File: src/rtl/cache_line_state_array.sv
// Valid/dirty state for 128 cache lines: one-hot write port, indexed read, flush sequencer.
// Optional CACHE_DIRTY_COUNT_EN adds a registered population count of dirty lines.

module cache_line_state_cell (
  input  logic       clk,
  input  logic       rst,
  input  logic       we,
  input  logic [1:0] op,
  input  logic       clr,
  output logic       valid,
  output logic       dirty
);
  localparam logic [1:0] OP_FILL  = 2'b01;
  localparam logic [1:0] OP_DIRTY = 2'b10;
  localparam logic [1:0] OP_INV   = 2'b11;

  always_ff @(posedge clk) begin
    if (rst) begin
      valid <= 1'b0;
      dirty <= 1'b0;
    end else if (we) begin
      case (op)
        OP_FILL: begin
          valid <= 1'b1;
          dirty <= 1'b0;
        end
        OP_DIRTY: if (valid) dirty <= 1'b1;
        OP_INV: begin
          valid <= 1'b0;
          dirty <= 1'b0;
        end
        default: ;
      endcase
    end else if (clr) begin
      // write-back accepted: line stays valid, becomes clean
      dirty <= 1'b0;
    end
  end
endmodule

module cache_line_state_array #(
  parameter int LINES = 128,
  parameter int IDX_W = 7
) (
  input  logic             clk,
  input  logic             rst,
  input  logic [LINES-1:0] sel,
  input  logic             wr_en,
  input  logic [1:0]       op,
  output logic             wr_stall,
  input  logic [IDX_W-1:0] rd_idx,
  output logic             rd_valid,
  output logic             rd_dirty,
  input  logic             flush_start,
  output logic             flush_busy,
  output logic             flush_done,
  output logic             wb_req,
  output logic [IDX_W-1:0] wb_idx,
  input  logic             wb_ack,
  output logic [IDX_W:0]   dirty_count
);
  typedef enum logic [1:0] {IDLE, SCAN, DONE} state_e;

  state_e           state;
  logic [IDX_W-1:0] ptr;
  logic [LINES-1:0] valid;
  logic [LINES-1:0] dirty;
  logic             wr_ok;
  logic             wb_fire;

  assign wr_ok    = wr_en & ~flush_busy;
  assign wr_stall = flush_busy;
  assign wb_req   = flush_busy & dirty[ptr];
  assign wb_idx   = ptr;
  assign wb_fire  = wb_req & wb_ack;
  assign rd_valid = valid[rd_idx];
  assign rd_dirty = dirty[rd_idx];

  for (genvar gi = 0; gi < LINES; gi++) begin : g_line
    cache_line_state_cell u_cell (
      .clk   (clk),
      .rst   (rst),
      .we    (wr_ok & sel[gi]),
      .op    (op),
      .clr   (wb_fire & (ptr == IDX_W'(gi))),
      .valid (valid[gi]),
      .dirty (dirty[gi])
    );
  end

  // ptr wraps to 0 after the last line, so wb_idx idles at 0
  always_ff @(posedge clk) begin
    if (rst) begin
      state      <= IDLE;
      ptr        <= '0;
      flush_busy <= 1'b0;
      flush_done <= 1'b0;
    end else begin
      flush_done <= 1'b0;
      case (state)
        IDLE: begin
          if (flush_start) begin
            state      <= SCAN;
            ptr        <= '0;
            flush_busy <= 1'b1;
          end
        end
        SCAN: begin
          if (!dirty[ptr] || wb_ack) begin
            ptr <= ptr + 1'b1;
            if (ptr == IDX_W'(LINES - 1)) begin
              state      <= DONE;
              flush_busy <= 1'b0;
              flush_done <= 1'b1;
            end
          end
        end
        DONE:    state <= IDLE;
        default: state <= IDLE;
      endcase
    end
  end

`ifdef CACHE_DIRTY_COUNT_EN
  logic [IDX_W:0] dirty_pop;

  always_comb begin
    dirty_pop = '0;
    for (int i = 0; i < LINES; i++) dirty_pop = dirty_pop + {{IDX_W{1'b0}}, dirty[i]};
  end

  always_ff @(posedge clk) begin
    if (rst) dirty_count <= '0;
    else     dirty_count <= dirty_pop;
  end
`else
  assign dirty_count = '0;
`endif
endmodule

File: config.mk
export PLATFORM = sky130hd
export DESIGN_NAME = cache_line_state_array
export DESIGN_NICKNAME = d
export VERILOG_FILES = /design/src/rtl/cache_line_state_array.sv
export SDC_FILE = /design/constraint.sdc
export NUM_CORES = 1
export LEC_CHECK = 0
export CORE_ASPECT_RATIO = 0.7
export CORE_UTILIZATION = 50
export CTS_BUF_LIST = sky130_fd_sc_hd__clkbuf_8
export DETAILED_ROUTE_END_ITERATION = 16
export PLACE_DENSITY_LB_ADDON = 0.08
export REMOVE_ABC_BUFFERS = 1
export SYNTH_ARGS = -nofsm -noshare
export SYNTH_HDL_FRONTEND = slang
export SYNTH_SLANG_ARGS = --single-unit
File: constraint.sdc
create_clock -name clk -period 5.2 [get_ports clk]
set_input_delay 1.04 -clock clk [delete_from_list [all_inputs] [get_ports clk]]
set_output_delay 1.04 -clock clk [all_outputs]
set_load 0.05 [all_outputs]
# Yosys cells after proc, flatten, opt, wreduce, memory -nomap -nowiden
# Cells that the tools add are included.
# word_totals
input_bits	142
out_inout_bits	21
regBits	267
# classes
eq_ne	390
reduce_logical	395
order_cmp	2
n_bitwise	262
n_addsub	1
muxes	531
# ops
op	count
!= test 3 bit, second input constant	256
equality test 7 bit, second input constant	64
2-to-1 mux 1 bit	391
AND reduction 3 bit	130
one-hot mux 1 bit (2 select lines)	130
nonzero test 2 bit	130
AND 1 bit	259
AND reduction 2 bit	128
equality test 7 x 6 -> 1 bit, second input constant	32
equality test 7 x 5 -> 1 bit, second input constant	16
equality test 7 x 4 -> 1 bit, second input constant	8
equality test 7 x 3 -> 1 bit, second input constant	4
binary-select mux 1 bit (select 7 bit)	3
< comparator 7 x 8 -> 1 bit, second input constant	2
equality test 7 x 2 -> 1 bit, second input constant	2
2-to-1 mux 7 bit	2
one-hot mux 7 bit (2 select lines)	1
adder 7 x 1 -> 7 bit, second input constant	1
equality test 7 x 1 -> 1 bit, second input constant	1
logical NOT 7 bit	1
2-to-1 mux 2 bit	3
!= test 2 bit, second input constant	3
equality test 2 x 1 -> 1 bit, second input constant	2
equality test 2 bit, second input constant	2
8 further kinds	10

# Depth between registers and ports, before layout
# depth
ltp_word	7
mapped_depth	12

# Cells and area by module
# Synthesis repeated with hierarchy kept, for this count alone.
# unflattened
hier_cells	1638
hier_area_um2	17418.0
# by_module_without_submodules
module	instances	area_per_inst_um2	cells_per_inst
cache_line_state_cell	128	92.6	8
cache_line_state_array	1	5566.6	614

# Worst setup path before layout
# No wires, ideal clock.
# synth_timing
path_kind	input to output
startpoint	input rd_idx[2]
endpoint	output rd_dirty
t_arrival_ns	3.369
path_slack_ns	0.791
t_required_ns	4.160
cell_stages	5
cell_sequence	clkbuf_1 -> buf_1 -> mux4_2 -> mux4_2 -> mux2_2
# synth_via
elab_chain_cells	2
# synth_lines
element	line	text
start, declared	51	input logic [IDX_W-1:0] rd_idx,
binary-select mux 1 bit (select 7 bit)	77	assign rd_dirty = dirty[rd_idx];
2-to-1 mux 1 bit (implied by the code)	77	
end, declared	53	output logic rd_dirty,
# Every way passes these cells. The select of a mux whose other input is x is not followed.

# Worst setup path after layout
# layout_timing
startpoint	input rd_idx[1]
endpoint	output rd_dirty
# The elaborated chain is that of the path after synthesis.

==> Implementation_results.wiki <==
{| class="wikitable"
! Metric !! Value
|-
| Max_cap viols || 0
|-
| Final Power || between 4 and 5 mW
|-
| Final setup violating endpoints || 0
|-
| Mean routed wirelength per cell || 26.2 um
|-
| Pin count of the biggest net entering global routing || approximately 190
|-
| Worst slew margin || 0.173
|-
| Setup fix buffers added after clock tree synthesis || 0
|-
| Hold_buf cts || 0
|-
| Area added between synthesis and finish || 16.7%
|-
| Number of violations reported at the end of detailed-routing iteration 0 || between 2000 and 2500
|-
| Total Routing Usage GR || 0.345
|-
| Post-layout util || 0.595
|-
| Max FO, Critical Path || 31
|-
| Initial antenna violation count || 0
|-
| Site row count || 53
|-
| WP data required || roughly 4.2 ns
|-
| Worst setup slack before clock tree synthesis || 0.561 ns
|-
| Number of pins exceeding their max-slew limit in the final report || 0
|-
| Final GP Congestion || about 0.92
|-
| Vertical die dimension || around 150 um
|-
| Clock period minus final worst setup slack || ~4.7 ns
|-
| Cell area after synthesis || 15300 sq um
|-
| Period utilization || 0.905
|-
| Top-Level Pins || 163
|-
| Post-route ant nets || 0
|-
| Leakage dissipation || around 5.8 nW
|-
| Mean Syn Cell Area || about 9.6 sq um
|-
| Minimum setup slack in the final design || 0.493 ns
|-
| Placed instance area || 16900 sq um
|-
| CTS tree || done
|-
| Total Die Area || around 31000 sq um
|-
| Peak supply drop || between 0.00015 and 0.0002 V
|-
| Starting Density || 0.510
|-
| Average vias per placed instance || between 7 and 8
|-
| Setup crit start || rd_idx[1]
|-
| Maximum clock insertion buffer count || 3
|-
| Seq/Total Area, Yosys || 0.349
|-
| Final HPWL from detailed placement || between 30000 and 40000 um
|-
| ANT cells || 0
|-
| Global-route wire length before repair || around 83000 um
|-
| Synth Flop Type || dfxtp_1
|-
| Routed WL || between 50000 and 60000 um
|-
| Run status || completed
|-
| Critical path endpoint category || primary output
|-
| Non-filler cells, final || 2100
|-
| Number of enable-type register cells in the synthesized netlist || 0
|-
| Slew at the pin with the worst max-slew slack || roughly 1.2 ns
|-
| Type of the worst min-delay path || flop to flop
|-
| Library cells used by synthesis || between 50 and 60
|-
| Fraction of registers with async set/reset || 0
|-
| Worst setup SP type || input pin
|-
| Layout cells sized above 1 || 0.142
|-
| Power density relative to cell area || roughly 270 nW/um^2
|-
| Start point of the worst min-delay path || state[1]
|-
| GRT Residual Overflow || 0
|-
| Most common cell after layout, fill and taps aside || a21oi_1
|-
| Number of warnings printed during yosys synthesis || 0
|-
| Number of global-route vias before repair || about 13000
|-
| Final instance area || roughly 18000 sq um
|-
| Root buffer selected by CTS || clkbuf_8
|-
| Register bit count reported by yosys || 267
|-
| Clock sink count || between 200 and 300
|-
| Register clock-pin slew on the reported worst setup and hold paths || approximately 0.060 ns
|-
| Unrepaired setup endpoints after global routing || no
|-
| Die Wd || about 210 um
|-
| Number of standard cells after synthesis || 1590
|-
| Startpoint of the worst-slack reg-to-reg timing path || wb_idx[0]
|-
| Most used cells in the layout excluding fill and tap cells || a21oi_1 (297), dfxtp_1 (266), clkdlybuf4s50_1 (146), a31oi_1 (112), mux4_2 (100)
|-
| Post-layout net count || 1801
|-
| CP Data Arrival Time || roughly 3.7 ns
|-
| Number of buffers added by the clock tree synthesis step || 45
|-
| Highest achievable clock rate || around 210 MHz
|-
| Drt drc || 0
|-
| Category of the most critical setup path || input pin to primary output
|-
| # port buffers || between 150 and 200
|-
| Setup Total Neg Slack || 0 ns
|-
| Count of endpoints failing hold in the final timing report || 0
|-
| Via Count || around 15000
|-
| Hold Worst Slack || between 0.4 and 0.5 ns
|-
| Clock insertion delay at the later pin of the skew report || 0.60 ns
|-
| Largest clock skew in the final design || ~0.027 ns
|-
| # placed instances || between 2000 and 2500
|-
| Core area || 30000 sq um
|-
| Gates resized, CTS repair || 0
|-
| # H-tree levels || 2
|-
| First-pass detailed-route iteration total || 6
|}
[logic make-up after synthesis]
| kind of cell | Yosys count | share of synthesized area |
|---|---|---|
| other | 1 | 0.000245 |
| muxes | 140 | 0.176 |
| adders and majority gates | 4 | 0.00327 |
| and+or+nand+nor | 297 | 0.111 |
| AOI/OAI and AO/OA | 698 | 0.305 |
| buffers and inverters | 183 | 0.0559 |
| DFF | 267 | 0.349 |
[worst max-delay path: stages]
cell    delay, ns
buf_4        0.43
mux4_2       0.58
mux4_2       0.49
mux4_2       0.57
mux2_2       0.33
buf_4        0.20
[synthesized netlist by cell type, types with 6 or more instances]
cell type  instances  area, sq um
a22oi_1           12         90.1
or3_1             39          244
dfxtp_1          267         5350
a41oi_1           49          429
buf_4             21          158
nor3_1            19         95.1
buf_2             10         50.1
clkbuf_1         127          477
nor2b_1           10         62.6
a311o_1           14          140
o211ai_1           9         67.6
nor2_1            45          169
mux2i_1           33          330
mux4_2           100         2250
buf_6              6         67.6
and4_1            14          123
buf_1             12         45.0
nand3_1           28          140
a21oi_1          297         1490
a31oi_1          112          701
a311oi_1          82          718
nand2_1           57          214
and3_1            32          200
a211o_1           64          561
nand4_1           14         87.6
o211ai_2           7         87.6
a211oi_1          35          263
or4_1             12         90.1
[metal layers]
metal  part of all wire  wire, um  global-route usage
met1               0.43     23800               0.525
met2               0.41     22600               0.469
met3               0.13      7000              0.0866
met4              0.028      1570               0.113
met5                  0         0                   0
[flip-flops by register name, summed over array words and instances, names as in the netlist]
register / count
g_line.u_cell.dirty: 128
g_line.u_cell.valid: 128
wb_idx: 7
state: 2
flush_busy: 1
flush_done: 1
[layout make-up]
type	instances	area, sq um
Timing Repair Buffer	189	1890
Tap cell	412	515
Fill cell	2601	12200
Clock inverter	19	111
Multi-Input combinational cell	1147	9160
Sequential cell	267	5350
Clock buffer	61	840
Inverter	5	18.8
[path summary, 6_finish.rpt]
kind,end,slack (ns),cells past startpoint
max,rd_dirty,0.49,6
min,state[0],0.48,1
max reg2reg,g_line[24].u_cell.dirty,1.64,8
min reg2reg,state[0],0.48,1
[where the power goes]
group	internal (mW)	total (mW)	leakage [nW]	switching, mW
Clock	1.09	2.02	0.531	0.929
Sequential	2.10	2.17	2.17	0.0651
Combinational	0.267	0.675	3.10	0.408
Power figures use the tool's default switching activity.
